<file path="src/rtl/mem_port_arbiter_pkg.sv">
// Shared constants and the round-robin pick rule for the two-master memory port arbiter.
package mem_port_arbiter_pkg;

  localparam logic [1:0] ARB_IDLE   = 2'b00;
  localparam logic [1:0] ARB_ACCESS = 2'b01;
  localparam logic [1:0] ARB_RESP   = 2'b10;

  localparam logic MASTER_CPU = 1'b0;
  localparam logic MASTER_LDR = 1'b1;

  localparam int WAIT_W = 8;

  // A lone requester always wins; on a tie the master that did not go last wins.
  function automatic logic rr_pick(input logic [1:0] req, input logic last);
    if (req == 2'b11) return ~last;
    return req[1];
  endfunction

endpackage

</file>
<file path="src/rtl/mem_port_arbiter_if.sv">
// Bundle of both master ports and the memory-side port of the arbiter.
interface mem_port_arbiter_if #(
  parameter int ADDR_W = 32,
  parameter int DATA_W = 32
);
  // Handshake: a master raises mN_req with we/addr/wdata and holds it until mN_ack pulses
  // for one cycle, with mN_rdata/mN_err valid in that cycle; memory side, mem_en is held with
  // stable we/addr/wdata until mem_ready is seen high at a clock edge (or the wait times out).
  logic              m0_req;
  logic              m0_we;
  logic [ADDR_W-1:0] m0_addr;
  logic [DATA_W-1:0] m0_wdata;
  logic [DATA_W-1:0] m0_rdata;
  logic              m0_ack;
  logic              m0_err;

  logic              m1_req;
  logic              m1_we;
  logic [ADDR_W-1:0] m1_addr;
  logic [DATA_W-1:0] m1_wdata;
  logic [DATA_W-1:0] m1_rdata;
  logic              m1_ack;
  logic              m1_err;

  logic              mem_en;
  logic              mem_we;
  logic [ADDR_W-1:0] mem_addr;
  logic [DATA_W-1:0] mem_wdata;
  logic [DATA_W-1:0] mem_rdata;
  logic              mem_ready;

  modport slave (
    input  m0_req, m0_we, m0_addr, m0_wdata,
    output m0_rdata, m0_ack, m0_err,
    input  m1_req, m1_we, m1_addr, m1_wdata,
    output m1_rdata, m1_ack, m1_err,
    output mem_en, mem_we, mem_addr, mem_wdata,
    input  mem_rdata, mem_ready
  );

  modport master (
    output m0_req, m0_we, m0_addr, m0_wdata,
    input  m0_rdata, m0_ack, m0_err,
    output m1_req, m1_we, m1_addr, m1_wdata,
    input  m1_rdata, m1_ack, m1_err,
    input  mem_en, mem_we, mem_addr, mem_wdata,
    output mem_rdata, mem_ready
  );

endinterface

</file>
<file path="src/rtl/mem_port_arbiter_rr_pick2.sv">
// Combinational two-way round-robin picker: which master (if any) wins this IDLE cycle.
module mem_port_arbiter_rr_pick2
  import mem_port_arbiter_pkg::*;
(
  input  logic [1:0] req,
  input  logic       last,
  output logic       grant_valid,
  output logic       grant_id
);

  assign grant_valid = |req;
  assign grant_id    = rr_pick(req, last);

endmodule

</file>
<file path="src/rtl/mem_port_arbiter.sv">
// Serialises M0 (CPU) and M1 (loader) onto one memory port: IDLE -> ACCESS -> RESP,
// round-robin on ties, and a bounded wait for mem_ready that ends in an error response.
module mem_port_arbiter
  import mem_port_arbiter_pkg::*;
#(
  parameter int ADDR_W   = 32,
  parameter int DATA_W   = 32,
  parameter int MAX_WAIT = 15
) (
  input  logic              clk,
  input  logic              reset_n,
  mem_port_arbiter_if.slave bus,
  output logic [1:0]        dbg_state
);

  localparam logic [WAIT_W-1:0] LAST_WAIT = WAIT_W'(MAX_WAIT - 1);

  logic [1:0]        state;
  logic [WAIT_W-1:0] wait_cnt;
  logic              last_q;
  logic              winner_q;
  logic              we_q;
  logic [ADDR_W-1:0] addr_q;
  logic [DATA_W-1:0] wdata_q;
  logic [DATA_W-1:0] rdata0_q;
  logic [DATA_W-1:0] rdata1_q;
  logic              err0_q;
  logic              err1_q;

  logic              grant_valid;
  logic              grant_id;
  logic              in_access;
  logic              timeout;
  logic              finish;
  logic [DATA_W-1:0] rdata_next;

  mem_port_arbiter_rr_pick2 u_pick (
    .req         ({bus.m1_req, bus.m0_req}),
    .last        (last_q),
    .grant_valid (grant_valid),
    .grant_id    (grant_id)
  );

  assign in_access = (state == ARB_ACCESS);
  // mem_ready takes priority over a timeout landing in the same cycle.
  assign timeout    = (wait_cnt == LAST_WAIT) && !bus.mem_ready;
  assign finish     = in_access && (bus.mem_ready || timeout);
  assign rdata_next = (bus.mem_ready && !we_q) ? bus.mem_rdata : '0;

  always_ff @(posedge clk or negedge reset_n) begin
    if (!reset_n) begin
      state    <= ARB_IDLE;
      wait_cnt <= '0;
      last_q   <= 1'b1;
    end else begin
      case (state)
        ARB_IDLE: begin
          if (grant_valid) begin
            state    <= ARB_ACCESS;
            wait_cnt <= '0;
          end
        end
        ARB_ACCESS: begin
          if (finish) state <= ARB_RESP;
          else        wait_cnt <= wait_cnt + 1'b1;
        end
        ARB_RESP: begin
          last_q <= winner_q;
          state  <= ARB_IDLE;
        end
        default: state <= ARB_IDLE;
      endcase
    end
  end

  always_ff @(posedge clk or negedge reset_n) begin
    if (!reset_n) begin
      winner_q <= MASTER_CPU;
      we_q     <= 1'b0;
      addr_q   <= '0;
      wdata_q  <= '0;
      rdata0_q <= '0;
      rdata1_q <= '0;
      err0_q   <= 1'b0;
      err1_q   <= 1'b0;
    end else begin
      if (state == ARB_IDLE && grant_valid) begin
        winner_q <= grant_id;
        we_q     <= grant_id ? bus.m1_we    : bus.m0_we;
        addr_q   <= grant_id ? bus.m1_addr  : bus.m0_addr;
        wdata_q  <= grant_id ? bus.m1_wdata : bus.m0_wdata;
      end
      // Only the winner's response registers move, so the other master's result is held.
      if (finish) begin
        if (winner_q == MASTER_LDR) begin
          rdata1_q <= rdata_next;
          err1_q   <= timeout;
        end else begin
          rdata0_q <= rdata_next;
          err0_q   <= timeout;
        end
      end
    end
  end

  assign bus.mem_en    = in_access;
  assign bus.mem_we    = in_access & we_q;
  assign bus.mem_addr  = in_access ? addr_q  : '0;
  assign bus.mem_wdata = in_access ? wdata_q : '0;

  assign bus.m0_ack   = (state == ARB_RESP) && (winner_q == MASTER_CPU);
  assign bus.m1_ack   = (state == ARB_RESP) && (winner_q == MASTER_LDR);
  assign bus.m0_rdata = rdata0_q;
  assign bus.m1_rdata = rdata1_q;
  assign bus.m0_err   = err0_q;
  assign bus.m1_err   = err1_q;

  assign dbg_state = state;

endmodule
</file>
<file path="src/flat_wrapper.sv">
// flat-port wrapper written by rule: the top's interface ports become plain ports
module mem_port_arbiter_flat import mem_port_arbiter_pkg::*;
#(
  parameter int ADDR_W   = 32,
  parameter int DATA_W   = 32,
  parameter int MAX_WAIT = 15
)
  (clk, reset_n, dbg_state, bus_m0_req, bus_m0_we, bus_m0_addr, bus_m0_wdata, bus_m0_rdata, bus_m0_ack, bus_m0_err, bus_m1_req, bus_m1_we, bus_m1_addr, bus_m1_wdata, bus_m1_rdata, bus_m1_ack, bus_m1_err, bus_mem_en, bus_mem_we, bus_mem_addr, bus_mem_wdata, bus_mem_rdata, bus_mem_ready);
  mem_port_arbiter_if #(.ADDR_W(ADDR_W), .DATA_W(DATA_W)) bus_i ();
  input  logic clk;
  input  logic reset_n;
  output logic [1:0] dbg_state;
  input wire logic [$bits(bus_i.m0_req)-1:0] bus_m0_req;
  input wire logic [$bits(bus_i.m0_we)-1:0] bus_m0_we;
  input wire logic [$bits(bus_i.m0_addr)-1:0] bus_m0_addr;
  input wire logic [$bits(bus_i.m0_wdata)-1:0] bus_m0_wdata;
  output wire logic [$bits(bus_i.m0_rdata)-1:0] bus_m0_rdata;
  output wire logic [$bits(bus_i.m0_ack)-1:0] bus_m0_ack;
  output wire logic [$bits(bus_i.m0_err)-1:0] bus_m0_err;
  input wire logic [$bits(bus_i.m1_req)-1:0] bus_m1_req;
  input wire logic [$bits(bus_i.m1_we)-1:0] bus_m1_we;
  input wire logic [$bits(bus_i.m1_addr)-1:0] bus_m1_addr;
  input wire logic [$bits(bus_i.m1_wdata)-1:0] bus_m1_wdata;
  output wire logic [$bits(bus_i.m1_rdata)-1:0] bus_m1_rdata;
  output wire logic [$bits(bus_i.m1_ack)-1:0] bus_m1_ack;
  output wire logic [$bits(bus_i.m1_err)-1:0] bus_m1_err;
  output wire logic [$bits(bus_i.mem_en)-1:0] bus_mem_en;
  output wire logic [$bits(bus_i.mem_we)-1:0] bus_mem_we;
  output wire logic [$bits(bus_i.mem_addr)-1:0] bus_mem_addr;
  output wire logic [$bits(bus_i.mem_wdata)-1:0] bus_mem_wdata;
  input wire logic [$bits(bus_i.mem_rdata)-1:0] bus_mem_rdata;
  input wire logic [$bits(bus_i.mem_ready)-1:0] bus_mem_ready;
  assign bus_i.m0_req = bus_m0_req;
  assign bus_i.m0_we = bus_m0_we;
  assign bus_i.m0_addr = bus_m0_addr;
  assign bus_i.m0_wdata = bus_m0_wdata;
  assign bus_m0_rdata = bus_i.m0_rdata;
  assign bus_m0_ack = bus_i.m0_ack;
  assign bus_m0_err = bus_i.m0_err;
  assign bus_i.m1_req = bus_m1_req;
  assign bus_i.m1_we = bus_m1_we;
  assign bus_i.m1_addr = bus_m1_addr;
  assign bus_i.m1_wdata = bus_m1_wdata;
  assign bus_m1_rdata = bus_i.m1_rdata;
  assign bus_m1_ack = bus_i.m1_ack;
  assign bus_m1_err = bus_i.m1_err;
  assign bus_mem_en = bus_i.mem_en;
  assign bus_mem_we = bus_i.mem_we;
  assign bus_mem_addr = bus_i.mem_addr;
  assign bus_mem_wdata = bus_i.mem_wdata;
  assign bus_i.mem_rdata = bus_mem_rdata;
  assign bus_i.mem_ready = bus_mem_ready;
  mem_port_arbiter #(.ADDR_W(ADDR_W), .DATA_W(DATA_W), .MAX_WAIT(MAX_WAIT)) u_core (.clk(clk), .reset_n(reset_n), .bus(bus_i), .dbg_state(dbg_state));
endmodule
</file>
<file path="config.mk">
export PLATFORM = sky130hd
export DESIGN_NAME = mem_port_arbiter_flat
export DESIGN_NICKNAME = d
export VERILOG_FILES = /design/src/rtl/mem_port_arbiter_pkg.sv /design/src/rtl/mem_port_arbiter_if.sv /design/src/rtl/mem_port_arbiter_rr_pick2.sv /design/src/rtl/mem_port_arbiter.sv /design/src/flat_wrapper.sv
export SDC_FILE = /design/constraint.sdc
export NUM_CORES = 1
export LEC_CHECK = 0
export CAP_MARGIN = 20
export CELL_PAD_IN_SITES_DETAIL_PLACEMENT = 2
export CELL_PAD_IN_SITES_GLOBAL_PLACEMENT = 2
export CORE_ASPECT_RATIO = 0.8
export CORE_UTILIZATION = 26
export CTS_CLUSTER_SIZE = 25
export DETAILED_ROUTE_END_ITERATION = 8
export GPL_TIMING_DRIVEN = 1
export HOLD_SLACK_MARGIN = 0.1
export PLACE_DENSITY = 0.82
export RECOVER_POWER = 50
export SETUP_SLACK_MARGIN = 0.2
export SLEW_MARGIN = 5
export SYNTH_ARGS = -nofsm -noshare
export SYNTH_HDL_FRONTEND = slang
export SYNTH_SLANG_ARGS = --single-unit
</file>
<file path="constraint.sdc">
create_clock -name clk -period 3.34 [get_ports clk]
set_input_delay 0.334 -clock clk [delete_from_list [all_inputs] [get_ports clk]]
set_output_delay 0.334 -clock clk [all_outputs]
set_load 0.02 [all_outputs]
</file>
# ---- Word level (Yosys, flattened, before mapping)
# Index checks and enable logic that the tools add are counted.
dict set report totals {
  ff_bits 143
  input_bits 167
  wordCells 53
}
dict set report classes {
  add_sub_neg 1
  n_eq_ne 7
  n_mux 15
  bitwise_logic 3
  n_reduce_logical 16
}
# operator n
set ops {}
lappend ops {{2-to-1 mux 32 bit} 5}
lappend ops {{2-to-1 mux 8 bit} 2}
lappend ops {{one-hot mux 8 bit (2 select lines)} 1}
lappend ops {{adder 8 x 1 -> 8 bit (second input constant)} 1}
lappend ops {{== test 8 x 4 -> 1 bit (second input constant)} 1}
lappend ops {{logical AND 1 bit} 6}
lappend ops {{AND reduction 2 bit} 3}
lappend ops {{== test 2 bit (second input constant)} 2}
lappend ops {{2-to-1 mux 1 bit} 4}
lappend ops {{2-to-1 mux 2 bit} 2}
lappend ops {{inequality test 2 bit (second input constant)} 2}
lappend ops {{one-hot mux 2 bit (2 select lines)} 1}
lappend ops {{AND reduction 3 bit} 1}
lappend ops {{== test 2 x 1 -> 1 bit (second input constant)} 1}
lappend ops {{zero test 1 bit} 2}
lappend ops {{zero test 2 bit} 1}
lappend ops {{inequality test 2 x 1 -> 1 bit (second input constant)} 1}
lappend ops {{NOT 1 bit} 2}
lappend ops {{nonzero test 2 bit} 1}
lappend ops {{OR reduction 2 bit} 1}
lappend ops {{AND 1 bit} 1}
lappend ops {{logical OR 1 bit} 1}

# ---- Logic depth before layout (Yosys ltp)
dict set report depth {
  ltp_word 6
  mapped_depth 7
  depth_no_buf 6
}

# ---- Modules after synthesis
# Synthesis repeated with hierarchy kept, for this count alone.
dict set report hier_totals {
  cells_unflattened 574
  area_unflattened_um2 6486.2
}
# module n_inst cells_per_inst area_each_um2 seq_area_each_um2
set modules_own_cells {}
lappend modules_own_cells {mem_port_arbiter 1 572 6472.5 3579.7}
lappend modules_own_cells {mem_port_arbiter_rr_pick2 1 2 13.8 0.0}

# ---- Worst setup path after synthesis
# No wires, ideal clock.
dict set report synth_timing {
  path_kind {reg2out}
  start {reg u_core.state[1] (netlist: u_core.dbg_state[1])}
  end {out bus_mem_addr[13]}
  arrival_ns 1.590
  setup_slack_ns 1.416
  path_stages_with_launch 6
  path_cell_list {dfrtp_1 -> nand2b_1 -> clkinv_1 -> clkbuf_1 -> clkbuf_1 -> and2_1}
}
dict set report synth_between {
  elab_chain_cells 2
}
# item line_no
set synth_lines {}
lappend synth_lines {{start: declaration} mem_port_arbiter.sv:18} ;# logic [1:0] state;
lappend synth_lines {{start signal: assignment} mem_port_arbiter.sv:52} ;# state <= ARB_IDLE;
lappend synth_lines {{start signal: assignment} mem_port_arbiter.sv:59} ;# state <= ARB_ACCESS;
lappend synth_lines {{start signal: assignment} mem_port_arbiter.sv:64} ;# if (finish) state <= ARB_RESP;
lappend synth_lines {{== test 2 x 1 -> 1 bit} mem_port_arbiter.sv:44} ;# assign in_access = (state == ARB_ACCESS);
lappend synth_lines {{2-to-1 mux 32 bit} mem_port_arbiter.sv:108} ;# assign bus.mem_addr = in_access ? addr_q : '0;
lappend synth_lines {{end: declaration} flat_wrapper.sv:29} ;# output wire logic [$bits(bus_i.mem_addr)-1:0] bus_mem_addr;
# No other way between the ends.

# ---- Worst setup path after layout
dict set report layout_timing {
  start {in bus_m1_req}
  end {reg u_core.addr_q[19]}
}
dict set report layout_between {
  elab_chain_cells 4
}
# item line_no
set layout_lines {}
lappend layout_lines {{start: declaration} flat_wrapper.sv:20} ;# input wire logic [$bits(bus_i.m1_req)-1:0] bus_m1_req;
lappend layout_lines {{== test 2 bit} mem_port_arbiter_pkg.sv:15} ;# if (req == 2'b11) return ~last;
lappend layout_lines {{2-to-1 mux 1 bit} mem_port_arbiter_pkg.sv:15}
lappend layout_lines {{2-to-1 mux 1 bit} mem_port_arbiter_pkg.sv:16} ;# return req[1];
lappend layout_lines {{2-to-1 mux 32 bit} mem_port_arbiter.sv:90} ;# addr_q <= grant_id ? bus.m1_addr : bus.m0_addr;
lappend layout_lines {{end signal: assignment} mem_port_arbiter.sv:90}
lappend layout_lines {{end: declaration} mem_port_arbiter.sv:23} ;# logic [ADDR_W-1:0] addr_q;
# Parallel ways exist; a longest one is shown, timed or not.
# A chain may end at the register's enable or synchronous reset.

==> results_dict.tcl <==
set metrics [dict create \
    ys_warn_count 0 \
    grt_pass1_wl_um 37400 \
    worst-r2r-setup-slack_ps 820 \
    syn_area_mm2 0.00659 \
    status "complete, but fails checks" \
    routed_wl_um 23800 \
    reg2reg_depth 4 \
    most-common-layout-cells "clkdlybuf4s50_1, dfrtp_1, nand2_1" \
    instances_no_fill 1234 \
    avgSynthCellArea_um2 10.7 \
    maxSlewHeadroom -0.102 \
    slew_viol_final 75 \
    synth_seq_cells 143 \
    cts-htree-levels 4 \
    via_per_inst 4.80 \
    first_global_vias 6553 \
    final_nets 1072 \
    power_density_mw_per_mm2 860 \
    cts_root_buf "clkbuf_16" \
    drv_cap 2 \
    dp_hpwl_um 17600 \
    setup-tns-final_ps 0 \
    clockBufferDepth 2 \
    power.leakage_uw 0.00454 \
    wl_per_cell_um 19.3 \
    hold_viol 0 \
    synthesis.nets 784 \
    grt_max_degree 74 \
    clock_skew_ps 11.4 \
    num_rows 51 \
    drt_iter0_drc 256 \
    die-area_mm2 0.0260 \
    die_w_um 180 \
    worstSetupStartpoint "bus_m1_req" \
    coreArea_mm2 0.0246 \
    antenna_found_initial 0 \
    gr-total-overflow 0 \
    die_h_um 144 \
    worst_slew_pin_slew_ps 1650 \
    grt_usage 0.187 \
    vias 5929 \
    syn2layout_area_growth_pct 59.8 \
    ys_types 37 \
    io_pins 303 \
    worst_setup_path_end_kind "flip-flop" \
    cts_setup_buffers 0 \
    clk_pin_slew_worst_paths_ps 70 \
    diodes 0 \
    crit_path_start_kind "input pin" \
    cts_buffers 17 \
    path_max_fanout 14 \
    violations "max-capacitance violations, max-slew violations" \
    whs_ps 475 \
    hold_start "u_core.addr_q[9]" \
    syn-instance-count 615 \
    worstPathRequired_ps 3640 \
    final_common_cell "clkdlybuf4s50_1" \
    initial_core_util 0.268 \
    arrival_ps 3000 \
    first_pass_iters 4 \
    portBuffers 302 \
    cts_tree "yes" \
    ir_drop_v 0.000475 \
    crit_type "input pin to flip-flop" \
    clk_latency_ps 420 \
    drive_gt1_frac 0.0655 \
    r2r_end "u_core.addr_q[19]" \
    setup_viol 0 \
    hp-class "flip-flop to flip-flop" \
    post-route-drc-count 0 \
    ant_nets 0 \
    fmax_ghz 0.370 \
    post-route-period-util 0.809 \
    dpl.cell_count 1201 \
    cts_num_sinks 143 \
    min_period_ps 2700 \
    crit_end "u_core.addr_q[19]" \
    yosysSeqAreaShare 0.543 \
    place.gp.congestion 0.740 \
    rsz0062_at_grt "no" \
    r2r_start "u_core.last_q" \
]
[final cells by class]
type,count,area (µm²)
clock buffers,18,439
clock inverters,14,124
fillers,2560,14100
inverters,6,22.5
multi-input cells,416,2760
flip-flops and latches,143,3580
well taps,318,398
repair buffers,319,3210
[registers in the layout (all words and copies together) (netlist names)]
| signal | cells |
|---|---|
| u_core.wdata_q | 32 |
| u_core.we_q | 1 |
| u_core.bus.m1_rdata | 32 |
| u_core.dbg_state | 2 |
| u_core.wait_cnt | 8 |
| u_core.bus.m0_err | 1 |
| u_core.bus.m1_err | 1 |
| u_core.winner_q | 1 |
| u_core.bus.m0_rdata | 32 |
| u_core.addr_q | 32 |
| u_core.last_q | 1 |
[cell families (layout without fill, tap and decap cells)]
group	Yosys count	count (layout)	synth area share
buffers and inverters	56	357	0.0410
AOI/OAI and AO/OA	152	152	0.167
DFF	143	143	0.543
adders and majority gates	2	2	0.00379
and+or+nand+nor	195	195	0.143
muxes	66	66	0.100
xor gates and xnor gates	1	1	0.00133
[routing by layer]
metal	vias to the layer above	GRT usage	part of all wire
met5	-	0	0
met4	0	0.0508	0.015
met3	21	0.0597	0.067
met2	198	0.324	0.49
met1	2966	0.225	0.43
li1	2744	-	-
[through the flow]
step | instance area [µm²] | setup WS [ps] | utilization | total power (µW)
floorplan | 6590 | 1420 | - | 5210
detailed placement | 10000 | 1010 | 0.406 | 7460
finish | 10500 | 637 | 0.428 | 9060
global placement | 10000 | 1090 | 0.406 | 7270
global route | 10500 | 310 | 0.428 | 9670
CTS | 10600 | 612 | 0.429 | 9340
[worst max-delay path: stages]
cell           delay, ps
dlygate4sd3_1        610
a21boi_1            1290
clkbuf_1             370
mux2i_1              290
o21ai_0              100
[worst min path at each step]
stage	cells past startpoint	to	slack, ps
after CTS	2	u_core.bus.m0_rdata[14]	480
after floorplan	0	u_core.addr_q[0]	40
final	2	u_core.addr_q[9]	480
after global placement	1	u_core.bus.m1_rdata[2]	370
after global routing	1	u_core.bus.m0_rdata[7]	500
after detailed placement	1	u_core.bus.m1_rdata[4]	370
[power by group]
part | leakage, µW | internal [µW] | switching (µW)
combinational | 0.00246 | 1950 | 2420
clock | 0.000268 | 997 | 831
sequential | 0.00181 | 2470 | 405
total | 0.00454 | 5410 | 3650
[synth_stat cells]
cell type / count / share of area
nor3_4: 1 / 0.0025
nand3_1: 12 / 0.0091
a31oi_1: 3 / 0.0028
a21o_1: 1 / 0.0011
dfrtp_1: 142 / 0.54
a32o_1: 32 / 0.049
o21ai_0: 72 / 0.055
buf_1: 5 / 0.0028
nand2_2: 1 / 0.00095
ha_1: 2 / 0.0038
buf_2: 9 / 0.0068
nor2_1: 10 / 0.0057
a21oi_1: 4 / 0.0030
o311ai_2: 1 / 0.0025
o311a_2: 1 / 0.0017
nand4_1: 1 / 0.00095
inv_1: 5 / 0.0028
o21a_1: 2 / 0.0023
dfstp_2: 1 / 0.0040
nand2b_1: 2 / 0.0019
buf_4: 1 / 0.0011
mux2_2: 1 / 0.0017
clkinv_1: 1 / 0.00057
mux2i_1: 65 / 0.099
o21ai_4: 1 / 0.0025
or3_1: 1 / 0.00095
nor3_1: 2 / 0.0015
and2_1: 64 / 0.061
o2bb2ai_1: 32 / 0.043
a21boi_1: 1 / 0.0011
o31a_1: 1 / 0.0013
or4b_4: 1 / 0.0021
o211ai_4: 1 / 0.0032
xnor2_1: 1 / 0.0013
nand2_1: 100 / 0.057
clkbuf_1: 29 / 0.017
buf_6: 6 / 0.010
[repair_timing]
action,4_1_cts,5_1_grt
gates resized for setup,0,0
hold buffers,1,0
endpoints found under the hold margin,58,0
(Power assumes the default switching activity.)
